`src/rtl/dmem_arb_pkg.sv`:
```
// Shared definitions for the data-memory arbiter: access size encodings, FSM states,
// and the alignment helper used when DMEM_ARB_ALIGN_CHK_EN is defined.
package dmem_arb_pkg;

    localparam int NUM_REQ = 2;

    localparam logic [1:0] SZ_BYTE    = 2'b00;
    localparam logic [1:0] SZ_HALF    = 2'b01;
    localparam logic [1:0] SZ_WORD    = 2'b10;
    localparam logic [1:0] SZ_ILLEGAL = 2'b11;

    typedef enum logic [1:0] {
        ST_IDLE   = 2'b00,
        ST_ACCESS = 2'b01,
        ST_RESP   = 2'b10
    } arb_state_e;

    // Halfwords need an even address, words a 4-byte aligned one.
    function automatic logic size_misaligned(input logic [1:0] sz, input logic [1:0] addr_lo);
        logic mis;
        case (sz)
            SZ_HALF: mis = addr_lo[0];
            SZ_WORD: mis = (addr_lo != 2'b00);
            default: mis = 1'b0;
        endcase
        return mis;
    endfunction

endpackage

```
`src/rtl/dmem_rr_pick.sv`:
```
// Two-way round-robin pick: a lone requester wins, a tie goes to the
// requester that did not win last time.
module dmem_rr_pick
    import dmem_arb_pkg::*;
(
    input  logic [NUM_REQ-1:0] req,
    input  logic               last_win,
    output logic [NUM_REQ-1:0] win_oh
);

    // One-hot winner selection.
    always_comb begin
        win_oh = 2'b00;
        case (req)
            2'b01:   win_oh = 2'b01;
            2'b10:   win_oh = 2'b10;
            2'b11:   win_oh = last_win ? 2'b01 : 2'b10;
            default: win_oh = 2'b00;
        endcase
    end

endmodule

```
`src/rtl/dmem_arbiter.sv`:
```
// Two-requester data-memory arbiter (CPU MEM stage and loader/debug port).
// Optional alignment checking is enabled with the DMEM_ARB_ALIGN_CHK_EN macro.
module dmem_arbiter
    import dmem_arb_pkg::*;
#(
    parameter int ADDR_W = 9,
    parameter int DATA_W = 32
) (
    input  logic                  clk,
    input  logic                  rst_n,
    input  logic [1:0]            req,
    input  logic [1:0]            rw,
    input  logic [3:0]            size,
    input  logic [1:0]            se,
    input  logic [2*ADDR_W-1:0]   addr,
    input  logic [2*DATA_W-1:0]   wdata,
    output logic [1:0]            gnt,
    output logic [1:0]            rvalid,
    output logic [DATA_W-1:0]     rdata,
    output logic                  err,
    output logic                  m_e,
    output logic                  m_rw,
    output logic [1:0]            m_size,
    output logic                  m_se,
    output logic [ADDR_W-1:0]     m_a,
    output logic [DATA_W-1:0]     m_di,
    input  logic [DATA_W-1:0]     m_do
);

    arb_state_e          state_r;
    arb_state_e          state_s;
    logic                last_r;
    logic                win_r;

    logic [1:0]          win_oh_s;
    logic                win_idx_s;
    logic                sel_rw_s;
    logic [1:0]          sel_size_s;
    logic                sel_se_s;
    logic [ADDR_W-1:0]   sel_addr_s;
    logic [DATA_W-1:0]   sel_wdata_s;
    logic                sel_bad_s;

    logic                cmd_rw_r;
    logic [1:0]          cmd_size_r;
    logic                cmd_se_r;
    logic [ADDR_W-1:0]   cmd_addr_r;
    logic [DATA_W-1:0]   cmd_wdata_r;
    logic                cmd_bad_r;

    logic [1:0]          gnt_r;
    logic [1:0]          rvalid_r;
    logic [DATA_W-1:0]   rdata_r;
    logic                err_r;
    logic                m_e_r;
    logic                m_rw_r;
    logic [1:0]          m_size_r;
    logic                m_se_r;
    logic [ADDR_W-1:0]   m_a_r;
    logic [DATA_W-1:0]   m_di_r;

    dmem_rr_pick u_pick (
        .req      (req),
        .last_win (last_r),
        .win_oh   (win_oh_s)
    );

    // Route the winning requester's command fields and classify it.
    always_comb begin
        win_idx_s = win_oh_s[1];
        if (win_idx_s) begin
            sel_rw_s    = rw[1];
            sel_size_s  = size[3:2];
            sel_se_s    = se[1];
            sel_addr_s  = addr[2*ADDR_W-1:ADDR_W];
            sel_wdata_s = wdata[2*DATA_W-1:DATA_W];
        end else begin
            sel_rw_s    = rw[0];
            sel_size_s  = size[1:0];
            sel_se_s    = se[0];
            sel_addr_s  = addr[ADDR_W-1:0];
            sel_wdata_s = wdata[DATA_W-1:0];
        end
`ifdef DMEM_ARB_ALIGN_CHK_EN
        sel_bad_s = (sel_size_s == SZ_ILLEGAL) || size_misaligned(sel_size_s, sel_addr_s[1:0]);
`else
        sel_bad_s = (sel_size_s == SZ_ILLEGAL);
`endif
    end

    // Next-state logic: fixed IDLE -> ACCESS -> RESP loop once a request is seen.
    always_comb begin
        state_s = state_r;
        case (state_r)
            ST_IDLE: begin
                if (req != 2'b00) begin
                    state_s = ST_ACCESS;
                end else begin
                    state_s = ST_IDLE;
                end
            end
            ST_ACCESS: state_s = ST_RESP;
            ST_RESP:   state_s = ST_IDLE;
            default:   state_s = ST_IDLE;
        endcase
    end

    // State register.
    always_ff @(posedge clk or negedge rst_n) begin
        if (!rst_n) begin
            state_r <= ST_IDLE;
        end else begin
            state_r <= state_s;
        end
    end

    // Command latch and last-winner pointer; requesters may change fields after grant.
    always_ff @(posedge clk or negedge rst_n) begin
        if (!rst_n) begin
            win_r       <= 1'b0;
            last_r      <= 1'b1;
            cmd_rw_r    <= 1'b0;
            cmd_size_r  <= SZ_BYTE;
            cmd_se_r    <= 1'b0;
            cmd_addr_r  <= {ADDR_W{1'b0}};
            cmd_wdata_r <= {DATA_W{1'b0}};
            cmd_bad_r   <= 1'b0;
        end else begin
            if ((state_r == ST_IDLE) && (req != 2'b00)) begin
                win_r       <= win_idx_s;
                cmd_rw_r    <= sel_rw_s;
                cmd_size_r  <= sel_size_s;
                cmd_se_r    <= sel_se_s;
                cmd_addr_r  <= sel_addr_s;
                cmd_wdata_r <= sel_wdata_s;
                cmd_bad_r   <= sel_bad_s;
            end
            if (state_r == ST_RESP) begin
                last_r <= win_r;
            end
        end
    end

    // Registered outputs: each state's effect appears on the pins in the following
    // cycle, so gnt, the memory strobe and rvalid land on three consecutive cycles
    // and the strobe is never high in any other cycle.
    always_ff @(posedge clk or negedge rst_n) begin
        if (!rst_n) begin
            gnt_r    <= 2'b00;
            rvalid_r <= 2'b00;
            rdata_r  <= {DATA_W{1'b0}};
            err_r    <= 1'b0;
            m_e_r    <= 1'b0;
            m_rw_r   <= 1'b0;
            m_size_r <= SZ_BYTE;
            m_se_r   <= 1'b0;
            m_a_r    <= {ADDR_W{1'b0}};
            m_di_r   <= {DATA_W{1'b0}};
        end else begin
            gnt_r <= (state_r == ST_IDLE) ? win_oh_s : 2'b00;

            if ((state_r == ST_ACCESS) && !cmd_bad_r) begin
                m_e_r    <= 1'b1;
                m_rw_r   <= cmd_rw_r;
                m_size_r <= cmd_size_r;
                m_se_r   <= cmd_se_r;
                m_a_r    <= cmd_addr_r;
                m_di_r   <= cmd_wdata_r;
            end else begin
                m_e_r    <= 1'b0;
                m_rw_r   <= 1'b0;
                m_size_r <= SZ_BYTE;
                m_se_r   <= 1'b0;
                m_a_r    <= {ADDR_W{1'b0}};
                m_di_r   <= {DATA_W{1'b0}};
            end

            // The strobe cycle ends here, so m_do still reflects the latched command.
            if (state_r == ST_RESP) begin
                rvalid_r <= win_r ? 2'b10 : 2'b01;
                rdata_r  <= (!cmd_bad_r && !cmd_rw_r) ? m_do : {DATA_W{1'b0}};
                err_r    <= cmd_bad_r;
            end else begin
                rvalid_r <= 2'b00;
                rdata_r  <= {DATA_W{1'b0}};
                err_r    <= 1'b0;
            end
        end
    end

    assign gnt    = gnt_r;
    assign rvalid = rvalid_r;
    assign rdata  = rdata_r;
    assign err    = err_r;
    assign m_e    = m_e_r;
    assign m_rw   = m_rw_r;
    assign m_size = m_size_r;
    assign m_se   = m_se_r;
    assign m_a    = m_a_r;
    assign m_di   = m_di_r;

endmodule

```
`config.mk`:
```
export PLATFORM = sky130hd
export DESIGN_NAME = dmem_arbiter
export DESIGN_NICKNAME = d
export VERILOG_FILES = /design/src/rtl/dmem_arb_pkg.sv /design/src/rtl/dmem_rr_pick.sv /design/src/rtl/dmem_arbiter.sv
export SDC_FILE = /design/constraint.sdc
export NUM_CORES = 1
export LEC_CHECK = 0
export CAP_MARGIN = 10
export CELL_PAD_IN_SITES_DETAIL_PLACEMENT = 0
export CELL_PAD_IN_SITES_GLOBAL_PLACEMENT = 1
export CORE_MARGIN = 5
export CORE_UTILIZATION = 30
export CTS_BUF_LIST = sky130_fd_sc_hd__clkbuf_16
export DETAILED_ROUTE_END_ITERATION = 8
export GPL_TIMING_DRIVEN = 0
export PLACE_DENSITY_LB_ADDON = 0.1
export SYNTH_ARGS = -nofsm -noshare
export SYNTH_HDL_FRONTEND = slang
export SYNTH_SLANG_ARGS = --single-unit
```
`constraint.sdc`:
```
create_clock -name clk -period 1.3 [get_ports clk]
set_input_delay 0.26 -clock clk [delete_from_list [all_inputs] [get_ports clk]]
set_output_delay 0.26 -clock clk [all_outputs]
set_load 0.01 [all_outputs]
```
# After elaboration in Yosys (flattened, before gate mapping)
# Index checks and enable logic that the tools add are counted.
dict set report word_totals {
  output_inout_bits 83
  romBits 0
  latch_bits 0
  mem_bits_rw 0
  input_bits 126
  regBits 133
  mem_count 0
}
dict set report op_classes {
  multipliers 0
  muxes 21
  reduce_logical 7
  n_div 0
  n_shift 0
  eq_ne 6
  bitwise 0
  addsub 0
  order_cmp 0
}
# op n
set op_table {}
lappend op_table {{32-bit two-way mux} 4}
lappend op_table {{9-bit two-way mux} 2}
lappend op_table {{2-bit two-way mux} 6}
lappend op_table {{2-bit equality test (second input constant)} 4}
lappend op_table {{1-bit two-way mux} 7}
lappend op_table {{2-bit case mux with 3 select lines} 1}
lappend op_table {{2-bit by 1-bit equality test with 1-bit output (second input constant)} 2}
lappend op_table {{2-bit case mux with 2 select lines} 1}
lappend op_table {{1-bit logical AND} 3}
lappend op_table {{1-bit zero test} 2}
lappend op_table {{2-bit zero test} 1}
lappend op_table {{2-bit nonzero test} 1}

# Logic depth before layout (Yosys ltp)
dict set report depth {
  ltp_word 4
  mapped_depth 5
}

# Hierarchy
# Synthesis repeated with hierarchy kept, for this count alone.
dict set report hier_totals {
  cells_unflattened 397
  hier_area_um2 5056.1
}
# module cells_per_inst area_each_um2 instances
set modules_own_cells {}
lappend modules_own_cells {dmem_arbiter 394 5037.3 1}
lappend modules_own_cells {dmem_rr_pick 3 18.8 1}

# Worst setup path after synthesis
# Ideal clock, no wire load.
dict set report synth_path {
  kind {register to register}
  from {reg last_r}
  to {reg cmd_addr_r[0]}
  required_time_ns 1.177
  period_less_slack_ns 1.297
  path_buffers 1
  path_slack_ns 0.003
  path_stages_with_launch 5
  arrival_ns 1.174
  path_cell_list {dfstp_2 > nand2b_1 > nand3_4 > buf_2 > o221a_1}
}
dict set report synth_between {
  elab_chain_len 3
}
# item line_no
set synth_rtl {}
lappend synth_rtl {{start: declaration} dmem_arbiter.sv:32} ;# logic last_r;
lappend synth_rtl {{start signal: assignment} dmem_arbiter.sv:139} ;# last_r <= win_r;
lappend synth_rtl {{2-bit two-way mux} dmem_rr_pick.sv:17} ;# 2'b11: win_oh = last_win ? 2'b01 : 2'b10;
lappend synth_rtl {{2-bit case mux with 3 select lines} dmem_rr_pick.sv:14} ;# case (req)
lappend synth_rtl {{9-bit two-way mux} dmem_arbiter.sv:71} ;# if (win_idx_s) begin
lappend synth_rtl {{end signal: assignment} dmem_arbiter.sv:125} ;# cmd_addr_r <= {ADDR_W{1'b0}};
lappend synth_rtl {{end signal: assignment} dmem_arbiter.sv:134} ;# cmd_addr_r <= sel_addr_s;
lappend synth_rtl {{end: declaration} dmem_arbiter.sv:47} ;# logic [ADDR_W-1:0] cmd_addr_r;
# Every way passes these cells.
# A chain may end at the register's enable or synchronous reset.

# Worst setup path after layout
dict set report layout_path {
  from {reg last_r}
  to {reg cmd_wdata_r[2]}
}
dict set report layout_between {
  elab_chain_len 3
}
# item line_no
set layout_rtl {}
lappend layout_rtl {{2-bit two-way mux} dmem_rr_pick.sv:17}
lappend layout_rtl {{2-bit case mux with 3 select lines} dmem_rr_pick.sv:14}
lappend layout_rtl {{32-bit two-way mux} dmem_arbiter.sv:71}
lappend layout_rtl {{end signal: assignment} dmem_arbiter.sv:126} ;# cmd_wdata_r <= {DATA_W{1'b0}};
lappend layout_rtl {{end signal: assignment} dmem_arbiter.sv:135} ;# cmd_wdata_r <= sel_wdata_s;
lappend layout_rtl {{end: declaration} dmem_arbiter.sv:48} ;# logic [DATA_W-1:0] cmd_wdata_r;
# Every way passes these cells.

==> impl_metrics.toml <==
[status]
outcome = "complete, but fails checks"
violations = "negative setup slack"

[setup_path]
start_kind = "flip-flop"
cp-startpoint = "last_r"
worstPathArrival_ns = 1.77
critPathMaxStageDelay_ns = 0.55
cp-end-kind = "flip-flop"
crit_required_ns = 1.59
crit_fanout = 10
critical_path_class = "reg2reg"
cp_cell_sequence = "nand2b_4 -> nand3_4 -> buf_6 -> buf_8 -> o221a_1"
cp_slowest_cell = "dfstp_2"
r2r-start = "last_r"
r2r_slack_ns = -0.18
r2r-end = "cmd_wdata_r[2]"
rr_worst_depth = 5

[finish]
drive_gt1_share_pct = 25.4
area_growth_pct = 65.8
fin_util_pct = 50.4
regArea_um2 = 3330
fin_area_um2 = 8300
final_nets = 739
num-fill-cells = 1474
n_antenna_cell = 0
multi_input_area_um2 = 1530

[floorplanning]
start_util_pct = 30.4
die_width_um = 139
rows = 47
die_y_um = 139
io_pins = 209
dieArea_um2 = 19400
core_um2 = 16500

[global_route]
grt_pass1_vias = 3988
grt_max_degree = 75
antenna_found_initial = 0
grt_pass1_wl_mm = 22.8
grt_util_all_layers_pct = 15.4
gr-total-overflow = 0

[sta]
min_period_ns = 1.48
final.setup.worst_slack_ns = -0.175
rsz0062_at_grt = "true"
setup_violations = 92
slew_headroom_pct = 66.6
clock_skew_ns = 0.00883
max_freq_mhz = 678
finalSetupTns_ns = -9.35
tightest_slew_ns = 0.501
fin_crit_sh_pct = 113
drv_slew = 0
hold_viol_final = 0

[clocking]
clock-root-buffer = "clkbuf_16"
cts_buffers = 17
htree_levels = 4
cts_tree = "built"
cts.sinks = 133
clk_pin_slew_worst_paths_ns = 0.06
clock_latency_ns = 0.41
cts_max_path_buffers = 2

[logic_synthesis]
yosys.cell_types.count = 28
syn_area_per_cell_um2 = 14.3
syn_inst = 350
syn-num-nets = 476
synth_area_um2 = 5010
yosys_warnings = 0
yosysSeqAreaShare_pct = 66.5
synth_seq_cells = 133

[power]
p_leak_nw = 3.74
powerDensity_nw_per_um2 = 2080
peakVddDrop_mv = 0.974
fin_total_pwr_mw = 17.3

[detailed_routing]
routed_wl_mm = 15.2
antenna_left = 0
via_per_inst = 4.40
drc = 0
vias = 3721
drtIter0Drc = 150
post_drt_wl_per_cell_um = 18.0
dr.pass1.iters = 4

[placement]
dp_hpwl_mm = 10.1
port_buffers = 208
placed_area_um2 = 7390
place_ws_ns = -0.650
gp_congestion = 0.746

[job]
max-cap-violations = 0

[min_path]
min-delay-path-class = "in2async"
[worst max-delay path: cells and delay by family (launching register included)]
family | cells | cell delay, ns
flip-flops | 1 | 0.55
buffers and inverters | 2 | 0.32
AND/OR/NAND/NOR | 2 | 0.27
AO/OA/AOI/OAI | 1 | 0.22
[cell type report]
| cell class | instances | area share (%) |
|---|---|---|
| Inverter | 6 | 0.332 |
| Buffer | 25 | 3.72 |
| Tap cell | 220 | 3.32 |
| Clock buffer | 17 | 5.12 |
| Clock inverter | 14 | 1.18 |
| Timing Repair Buffer | 244 | 27.8 |
| Multi-Input combinational cell | 186 | 18.4 |
| Sequential cell | 133 | 40.1 |
[registers in the layout, summed over array words and instances (netlist names), 9 cells and up]
name / flops
cmd_wdata_r: 32
m_a: 9
m_di: 32
cmd_addr_r: 9
rdata: 32
[logic make-up (layout without fill, tap and decap cells)]
group | count (synthesis) | count (layout) | synth area share (%)
multiplexers | 3 | 3 | 0.600
buffers and inverters | 31 | 306 | 4.02
AO/OA/AOI/OAI | 50 | 50 | 10.8
flip-flops | 133 | 133 | 66.5
AND/OR/NAND/NOR | 133 | 133 | 18.1
[cell usage in the layout (no fill, tap or decap), types with 8 or more instances in the layout]
| cell type | count |
|---|---|
| clkdlybuf4s15_1 | 33 |
| and2_1 | 76 |
| buf_8 | 11 |
| buf_4 | 20 |
| nand3b_1 | 43 |
| buf_6 | 15 |
| dfrtp_1 | 130 |
| o221a_1 | 42 |
| buf_2 | 8 |
| clkdlybuf4s50_1 | 123 |
| clkbuf_2 | 39 |
| clkbuf_16 | 22 |
[metal layers]
layer | up-vias | track usage [%] | wire, um
li1 | 1759 | - | -
met1 | 1818 | 19.4 | 6630
met2 | 134 | 25.0 | 7560
met3 | 10 | 5.10 | 808
met4 | 0 | 4.99 | 202
met5 | - | 0 | 0
[through the flow]
| step | hold slack, ns | cells |
|---|---|---|
| 3_5_place_dp | 0.271 | 779 |
| 2_1_floorplan | -0.0356 | 350 |
| 6_report | 0.394 | 845 |
| 3_3_place_gp | 0.458 | 778 |
| 4_1_cts | 0.389 | 831 |
| 5_1_grt | 0.392 | 845 |
[cells in the mapped netlist]
master    instances  area (um^2)
dfrtp_1         132         3300
clkbuf_1          4         15.0
nor3_2            1         10.0
o21ai_2           1         8.76
mux2i_1           3         30.0
nand2b_1          2         12.5
buf_2            12         60.1
nor2b_2           1         8.76
inv_1             4         15.0
buf_6             7         78.8
and2_1           80          500
and2b_1           1         7.51
buf_4             1         7.51
a21o_1            2         15.0
inv_4             1         6.26
nor2b_1           1         6.26
nand3b_1         43          323
a21boi_1          1         7.51
nor2_1            2         7.51
o31ai_1           2         15.0
dfstp_2           1         26.3
inv_2             1         3.75
buf_8             1         15.0
a32o_1            1         10.0
nor2_4            1         11.3
o221a_2           1         11.3
nand3_4           1         17.5
o221a_1          42          473
[where the power goes]
group	internal, mW	switching, mW
clock	2.56	1.71
combinational	3.86	2.93
sequential	5.61	0.613
[worst max path at each step]
stage	to	slack [ns]	cells past startpoint
final	cmd_wdata_r[2]	-0.18	5
after global routing	cmd_wdata_r[19]	-0.22	5
after CTS	rdata[12]	-0.13	5
after detailed placement	cmd_wdata_r[20]	-0.65	6
after global placement	cmd_wdata_r[3]	-5.38	1
after floorplan	cmd_addr_r[0]	0.003	4
[repair_timing]
item	in CTS	in global routing
pin swaps	21	17
hold buffers	1	0
gates cloned	2	6
hold endpoints to repair	58	0
endpoints found under the setup margin	202	229
gates resized for setup	227	76
buffers inserted	18	8
Note: power is estimated with default switching activity, not from simulation.
